**config.mk**
```make
export PLATFORM = sky130hd
export DESIGN_NAME = hazard_scoreboard
export DESIGN_NICKNAME = d
export VERILOG_FILES = /design/src/rtl/hazard_scoreboard.sv
export SDC_FILE = /design/constraint.sdc
export NUM_CORES = 1
export LEC_CHECK = 0
export CORE_ASPECT_RATIO = 1.4
export CORE_MARGIN = 5
export CORE_UTILIZATION = 34
export CTS_BUF_LIST = sky130_fd_sc_hd__clkbuf_4 sky130_fd_sc_hd__clkbuf_8
export CTS_CLUSTER_DIAMETER = 50
export DETAILED_ROUTE_END_ITERATION = 12
export SYNTH_ARGS = -nofsm -noshare
export SYNTH_HDL_FRONTEND = slang
export SYNTH_SLANG_ARGS = --single-unit
```
**constraint.sdc**
```tcl
create_clock -name clk -period 4.04 [get_ports clk]
set_input_delay 0.808 -clock clk [delete_from_list [all_inputs] [get_ports clk]]
set_output_delay 0.808 -clock clk [all_outputs]
set_load 0.1 [all_outputs]
```
**src/rtl/hazard_scoreboard.sv**
```systemverilog
// ----------------------------------------------------------------------------
// hazard_scoreboard
//
// Purpose:
//   Pipeline hazard unit for an in-order 5-stage core with a multi-cycle
//   mul/div unit (MDU). It selects operand forwarding sources for the ID
//   stage. It detects load-use hazards and MDU RAW, WAW and structural
//   hazards. It tracks the single in-flight MDU op and signals its completion.
//   It also counts stalled cycles for performance monitoring.
//
// Parameters:
//   REG_ADDR_W   register address width
//   MDU_LATENCY  mul/div latency in cycles (legal range 2..15)
//   STALL_CNT_W  width of the saturating stall counter
//
// Ports:
//   clk, rst                       clock and synchronous active-high reset
//   id_valid                       ID stage holds a real instruction
//   rs_id, rt_id, rs_used, rt_used ID source registers and their read flags
//   id_rd, id_we                   ID destination and write enable
//   mdu_start                      ID instruction is a mul/div request
//   ex_rd, ex_we, ex_is_load       EX stage destination info
//   mem_rd, mem_we, mem_is_load    MEM stage destination info
//   wb_rd, wb_we                   WB stage destination info
//   forward_a, forward_b           operand source (00 RF, 10 MEM, 01 WB)
//   stall                          hold PC/IF/ID and bubble EX
//   mdu_busy                       a mul/div op is in flight
//   mdu_wb_valid, mdu_wb_rd        one-cycle MDU completion pulse and dest
//   stall_count                    number of stalled cycles (saturating)
// ----------------------------------------------------------------------------
module hazard_scoreboard #(
    parameter int REG_ADDR_W  = 5,
    parameter int MDU_LATENCY = 4,
    parameter int STALL_CNT_W = 32
) (
    input  logic                   clk,
    input  logic                   rst,
    input  logic                   id_valid,
    input  logic [REG_ADDR_W-1:0]  rs_id,
    input  logic [REG_ADDR_W-1:0]  rt_id,
    input  logic                   rs_used,
    input  logic                   rt_used,
    input  logic [REG_ADDR_W-1:0]  id_rd,
    input  logic                   id_we,
    input  logic                   mdu_start,
    input  logic [REG_ADDR_W-1:0]  ex_rd,
    input  logic                   ex_we,
    input  logic                   ex_is_load,
    input  logic [REG_ADDR_W-1:0]  mem_rd,
    input  logic                   mem_we,
    input  logic                   mem_is_load,
    input  logic [REG_ADDR_W-1:0]  wb_rd,
    input  logic                   wb_we,
    output logic [1:0]             forward_a,
    output logic [1:0]             forward_b,
    output logic                   stall,
    output logic                   mdu_busy,
    output logic                   mdu_wb_valid,
    output logic [REG_ADDR_W-1:0]  mdu_wb_rd,
    output logic [STALL_CNT_W-1:0] stall_count
);

    // Four bits cover the whole legal latency range of 2..15.
    localparam int CNT_W = 4;
    localparam logic [CNT_W-1:0] LAT = CNT_W'(MDU_LATENCY);
    localparam logic [CNT_W-1:0] ONE = CNT_W'(1);

    localparam logic [1:0] FWD_RF  = 2'b00;
    localparam logic [1:0] FWD_MEM = 2'b10;
    localparam logic [1:0] FWD_WB  = 2'b01;

    logic [CNT_W-1:0]      cnt;
    logic [REG_ADDR_W-1:0] pend_rd;

    logic rs_nz, rt_nz, rd_nz;
    logic cnt_gt1;
    logic stall_lu, stall_raw, stall_waw, stall_st;
    logic accept;

    // Register 0 is hardwired to zero, so it never takes part in a hazard.
    assign rs_nz   = (rs_id != '0);
    assign rt_nz   = (rt_id != '0);
    assign rd_nz   = (id_rd != '0);
    assign cnt_gt1 = (cnt > ONE);

    // Operand forwarding. MEM wins over WB because it holds the younger
    // value. A load in MEM has no data yet. Its result is picked up from WB
    // on the next cycle, so a load in MEM is not a forwarding source here.
    always_comb begin
        forward_a = FWD_RF;
        forward_b = FWD_RF;
        if (rs_nz && mem_we && !mem_is_load && (rs_id == mem_rd))
            forward_a = FWD_MEM;
        else if (rs_nz && wb_we && (rs_id == wb_rd))
            forward_a = FWD_WB;
        if (rt_nz && mem_we && !mem_is_load && (rt_id == mem_rd))
            forward_b = FWD_MEM;
        else if (rt_nz && wb_we && (rt_id == wb_rd))
            forward_b = FWD_WB;
    end

    // Hazard detection. When cnt==1 the MDU result is being written back
    // this cycle. The datapath bypasses it, so RAW and WAW only stall
    // while cnt>1.
    assign stall_lu  = id_valid && ex_we && ex_is_load &&
                       ((rs_used && rs_nz && (rs_id == ex_rd)) ||
                        (rt_used && rt_nz && (rt_id == ex_rd)));
    assign stall_raw = id_valid && cnt_gt1 &&
                       ((rs_used && rs_nz && (rs_id == pend_rd)) ||
                        (rt_used && rt_nz && (rt_id == pend_rd)));
    assign stall_waw = id_valid && id_we && cnt_gt1 && rd_nz &&
                       (id_rd == pend_rd);
    assign stall_st  = id_valid && mdu_start && cnt_gt1;

    assign stall  = stall_lu || stall_raw || stall_waw || stall_st;
    assign accept = id_valid && mdu_start && !stall;

    assign mdu_busy     = (cnt != '0);
    assign mdu_wb_valid = (cnt == ONE);
    assign mdu_wb_rd    = pend_rd;

    // MDU tracker. Acceptance reloads the countdown. Acceptance is allowed
    // on the cnt==1 cycle, so the old op still pulses while the new one
    // starts, giving back-to-back issue. Reset discards any op in flight.
    always_ff @(posedge clk) begin
        if (rst) begin
            cnt     <= '0;
            pend_rd <= '0;
        end else if (accept) begin
            cnt     <= LAT;
            pend_rd <= id_rd;
        end else if (cnt != '0) begin
            cnt     <= cnt - ONE;
        end
    end

    // Stall performance counter. It saturates at all-ones rather than
    // wrapping, so a long run never reports a misleadingly small number.
    always_ff @(posedge clk) begin
        if (rst)
            stall_count <= '0;
        else if (stall && (stall_count != '1))
            stall_count <= stall_count + 1'b1;
    end

endmodule

```
==> results.txt, run 1 <==
----------------------------------------------------
[Run status]
  Run status ... finished clean

[Critical path]
  Slowest Stage Delay on Critical Path ... 0.56 ns
  Kind of start point of the critical path ... input pin
  Required time worst endpoint ... 3.23 ns
  Reg2reg setup slack ... 1.20 ns
  Worst EP arrival ... 2.88 ns
  Beginning of the worst register-to-register path ... stall_count[3]
  Maximum fanout encountered on the critical timing path ... 5
  CP Class ... input pin to primary output
  Depth of the worst register-to-register path ... 8
  End of the worst register-to-register path ... stall_count[12]
  Critical path cell sequence ... clkdlybuf4s50_1 > or4_1 > o221a_1 > nor4_4 > inv_1 > buf_12
  Crit path max-delay cell type ... sky130_fd_sc_hd__or4_1
  Critical Path End Type ... primary output

[Yosys]
  Top_reg_cell synth ... sky130_fd_sc_hd__dfxtp_1
  Xor/xnor cell area share of the yosys netlist ... 0.139
  Sequential-to-total area share from yosys stat ... 0.289
  Ys async rst share ... 0
  Most frequent cell after synthesis ... sky130_fd_sc_hd__dfxtp_1
  Leading post-synthesis cells by cell area ... sky130_fd_sc_hd__dfxtp_1, sky130_fd_sc_hd__xnor2_1, sky130_fd_sc_hd__xor2_1, sky130_fd_sc_hd__or4_1, sky130_fd_sc_hd__o31ai_1
  Synthesis Warnings ... 0
  Synthesis-stage register bit count ... 41
  Yosys top cell by area ... sky130_fd_sc_hd__dfxtp_1
  Main combinational cell family by area after synthesis ... simple AND/OR/NAND/NOR gates
  Number of enable-type register cells in the synthesized netlist ... 0
  Share of cell area taken by muxes after synthesis ... 0.0648
  Proportion of netlist area held by the largest area contributor ... 0.289
  Most frequent cells after synthesis ... sky130_fd_sc_hd__dfxtp_1, sky130_fd_sc_hd__xnor2_1, sky130_fd_sc_hd__a21oi_1, sky130_fd_sc_hd__nor2_1, sky130_fd_sc_hd__nand3_1
  Fraction of the mapped netlist area in adder cells ... 0.0132
  Mean instance size in the synthesized netlist ... 8.14 um^2
  Mapped cell area ... 2840 um^2
  Netlist cell types ... 39
  Net count after synthesis ... ~390
  Cell count after synthesis ... 349
  Fraction of the mapped netlist area in compound gates ... 0.108
  Simple-Gate Fraction of Synth Area ... 0.333

[Clock tree]
  Clock transition at the registers of the reported paths ... 0.08 ns
  Total of hold buffers inserted after clock tree synthesis ... 0
  CTS H-tree lvls ... 2
  # clock sinks ... 41
  Clock tree from TritonCTS ... done
  Worst-Skew Late Latency ... between 0.2 and 0.3 ns
  Largest buffer count on any clock path ... 2
  Number of instances resized during post-cts repair ... 0
  Post-CTS setup buffer count ... 0
  Root Buffer Master ... sky130_fd_sc_hd__clkbuf_8
  Total CTS buffers ... 5

[Global routing]
  Pin count of the biggest net entering global routing ... 58
  Initial antenna violation count ... 0
  Met3 track demand over resource ... 0.0313
  Global route total overflow ... 0
  Vias in the first global route ... 2839
  Routing usage on met1 ... 0.200
  First-pass GRT wire length ... 13600 um
  Layer with the highest usage ... met2
  Met2 track demand over resource in global routing ... 0.274
  Global-route total usage across every layer ... 0.161

[Pwr]
  Final Total Pwr ... 0.00129 W
  Maximum resistive drop on vdd ... roughly 0.00020 V
  Total power divided by cell area ... 335 nW/um^2
  Static power due to leakage ... 1.29 nW

[Detailed routing]
  Number of DRC markers in iteration 0 ... 106
  Number of vias after detailed routing ... 2802
  Detail-routed net length per standard cell ... 16.0 um
  DR vias/cell ... ~5.4
  Count of nets left with antenna violations after detail routing ... 0
  Final routed DRC violation total ... 0
  Sum of routed wire length over all layers ... ~8300 um
  Number of iterations in the first detailed-routing pass ... 4

[Min path]
  Worst hold path depth ... 2
  Worst hold path class ... flip-flop to flip-flop
  Hold Crit Endpoint ... stall_count[13]
  Min-delay src ... stall_count[13]

[Place]
  Final estimated routing congestion in global placement ... 0.895
  Worst slack at placement ... 0.347 ns
  DP Wirelength ... 6300 um
  Placed cell count ... 513
  Total of buffers placed on input and output ports ... 85

[Timing]
  Worst setup skew after layout ... between 0.006 and 0.007 ns
  Crit path time final ... 3.69 ns
  Fraction of the cycle the final worst path needs ... 0.913
  Headroom to the max-slew limit ... 0.324
  Slew Limit Fails ... 0
  RSZ-0062 raised after global routing ... no
  Worst path setup slack after routing ... 0.352 ns
  Fin. Hold Viols ... 0
  Highest Clock Rate ... 271 MHz
  Worst-margin pin slew ... 1.01 ns
  Final number of setup-violating endpoints ... 0

[Finish]
  Number of non-filler instances in the completed layout ... 520
  N_diodes ... 0
  Area added between synthesis and finish ... 35.9%
  Fill cell total of the finished layout ... 799
  Number of nets in the layout ... 463
  Layout cells sized above 1 ... 0.0718

[Floorplanning]
  Overall die area ... 10300 um^2
  IO Count ... 86
  Effective utilization at floorplan ... 0.349
  Core Footprint ... 8150 um^2
  Die outline height ... 118 um
  Standard-cell rows ... 39
  Die span in x ... about 87 um

[Run]
  Max-cap check violation count ... 0

----------------------------------------------------
==> cells by family (layout without fill, tap and decap cells) <==
logic type / Yosys count / in the layout
DFF: 41 / 41
xor gates and xnor gates: 45 / 45
adders and majority gates: 3 / 3
buffers and inverters: 33 / 102
muxes: 17 / 17
AOI/OAI and AO/OA: 49 / 49
and+or+nand+nor: 161 / 161
==> per-layer routing <==
metal | vias up | routed length (um)
met5 | - | 0
li1 | 1404 | -
met4 | 0 | 188
met1 | 1299 | 3570
met3 | 13 | 536
met2 | 86 | 4030
==> worst max-delay path, delay by kind of cell <==
kind / cells / cell delay [ns]
simple gates: 2 / 0.90
buf+inv: 3 / 0.88
compound gates: 1 / 0.30
==> metrics by stage <==
step | utilization | cell area, um^2 | setup TNS [ns] | hold WS [ns]
global route | 0.474 | 3860 | 0 | 0.543
global placement | 0.463 | 3770 | 0 | 0.481
CTS | 0.474 | 3860 | 0 | 0.509
detailed placement | 0.463 | 3770 | 0 | 0.494
floorplan | - | 2870 | -0.446 | 0.489
finish | 0.474 | 3860 | 0 | 0.512
==> final cells by class <==
cell class / instances / area [um^2] / share of cell area
multi-input cells: 275 / 1900 / 0.492
well taps: 102 / 128 / 0.0331
clock buffers: 7 / 90.1 / 0.0233
repair buffers: 90 / 906 / 0.235
flip-flops and latches: 41 / 821 / 0.213
inverters: 5 / 18.8 / 0.00486
==> sequential cells by signal, indices dropped and copies added, names as in the netlist <==
| name | count |
|---|---|
| cnt | 4 |
| mdu_wb_rd | 5 |
| stall_count | 32 |
==> power by group <==
| part | internal (W) | switching [W] | leakage (nW) |
|---|---|---|---|
| registers | 0.000428 | 0.0000265 | 0.332 |
| logic | 0.000187 | 0.000372 | 0.915 |
| clock network | 0.000142 | 0.000137 | 0.0477 |
| total | 0.000757 | 0.000535 | 1.29 |
==> layout by cell type (no fill, tap or decap), drive strengths merged, types with 7 or more instances in the layout <==
cell type | synthesis | layout
clkdlybuf4s50 | 0 | 78
dfxtp | 41 | 41
xnor2 | 28 | 28
a21oi | 22 | 22
nor2 | 22 | 22
nand3 | 18 | 18
xor2 | 17 | 17
or4 | 17 | 17
o31ai | 16 | 16
nand2 | 15 | 15
nor4 | 14 | 14
nor2b | 13 | 13
nand4 | 12 | 12
nand2b | 12 | 12
buf | 19 | 12
mux2 | 11 | 11
nor3 | 10 | 10
and3 | 8 | 8
or3 | 7 | 7
clkbuf | 9 | 7
==> worst max-delay path by stage <==
stage,slack (ns),start,end,cells past startpoint
final,0.35,rs_id[3],stall,6
after global placement,0.38,rs_id[3],stall,6
after CTS,0.34,rs_id[3],stall,6
after floorplan,-0.45,rs_id[1],forward_a[0],5
after global routing,0.26,rs_id[3],stall,6
after detailed placement,0.35,rs_id[3],stall,6
(Power assumes the default switching activity.)
==> run 2: changes to the inputs <==
--- a/config.mk
+++ b/config.mk
@@ -14,3 +14,4 @@
 export SYNTH_ARGS = -nofsm -noshare
 export SYNTH_HDL_FRONTEND = slang
 export SYNTH_SLANG_ARGS = --single-unit
+export TNS_END_PERCENT = 1
==> results of run 2 <==
No change in the layout: final DEF, timing and power equal those of run 1.
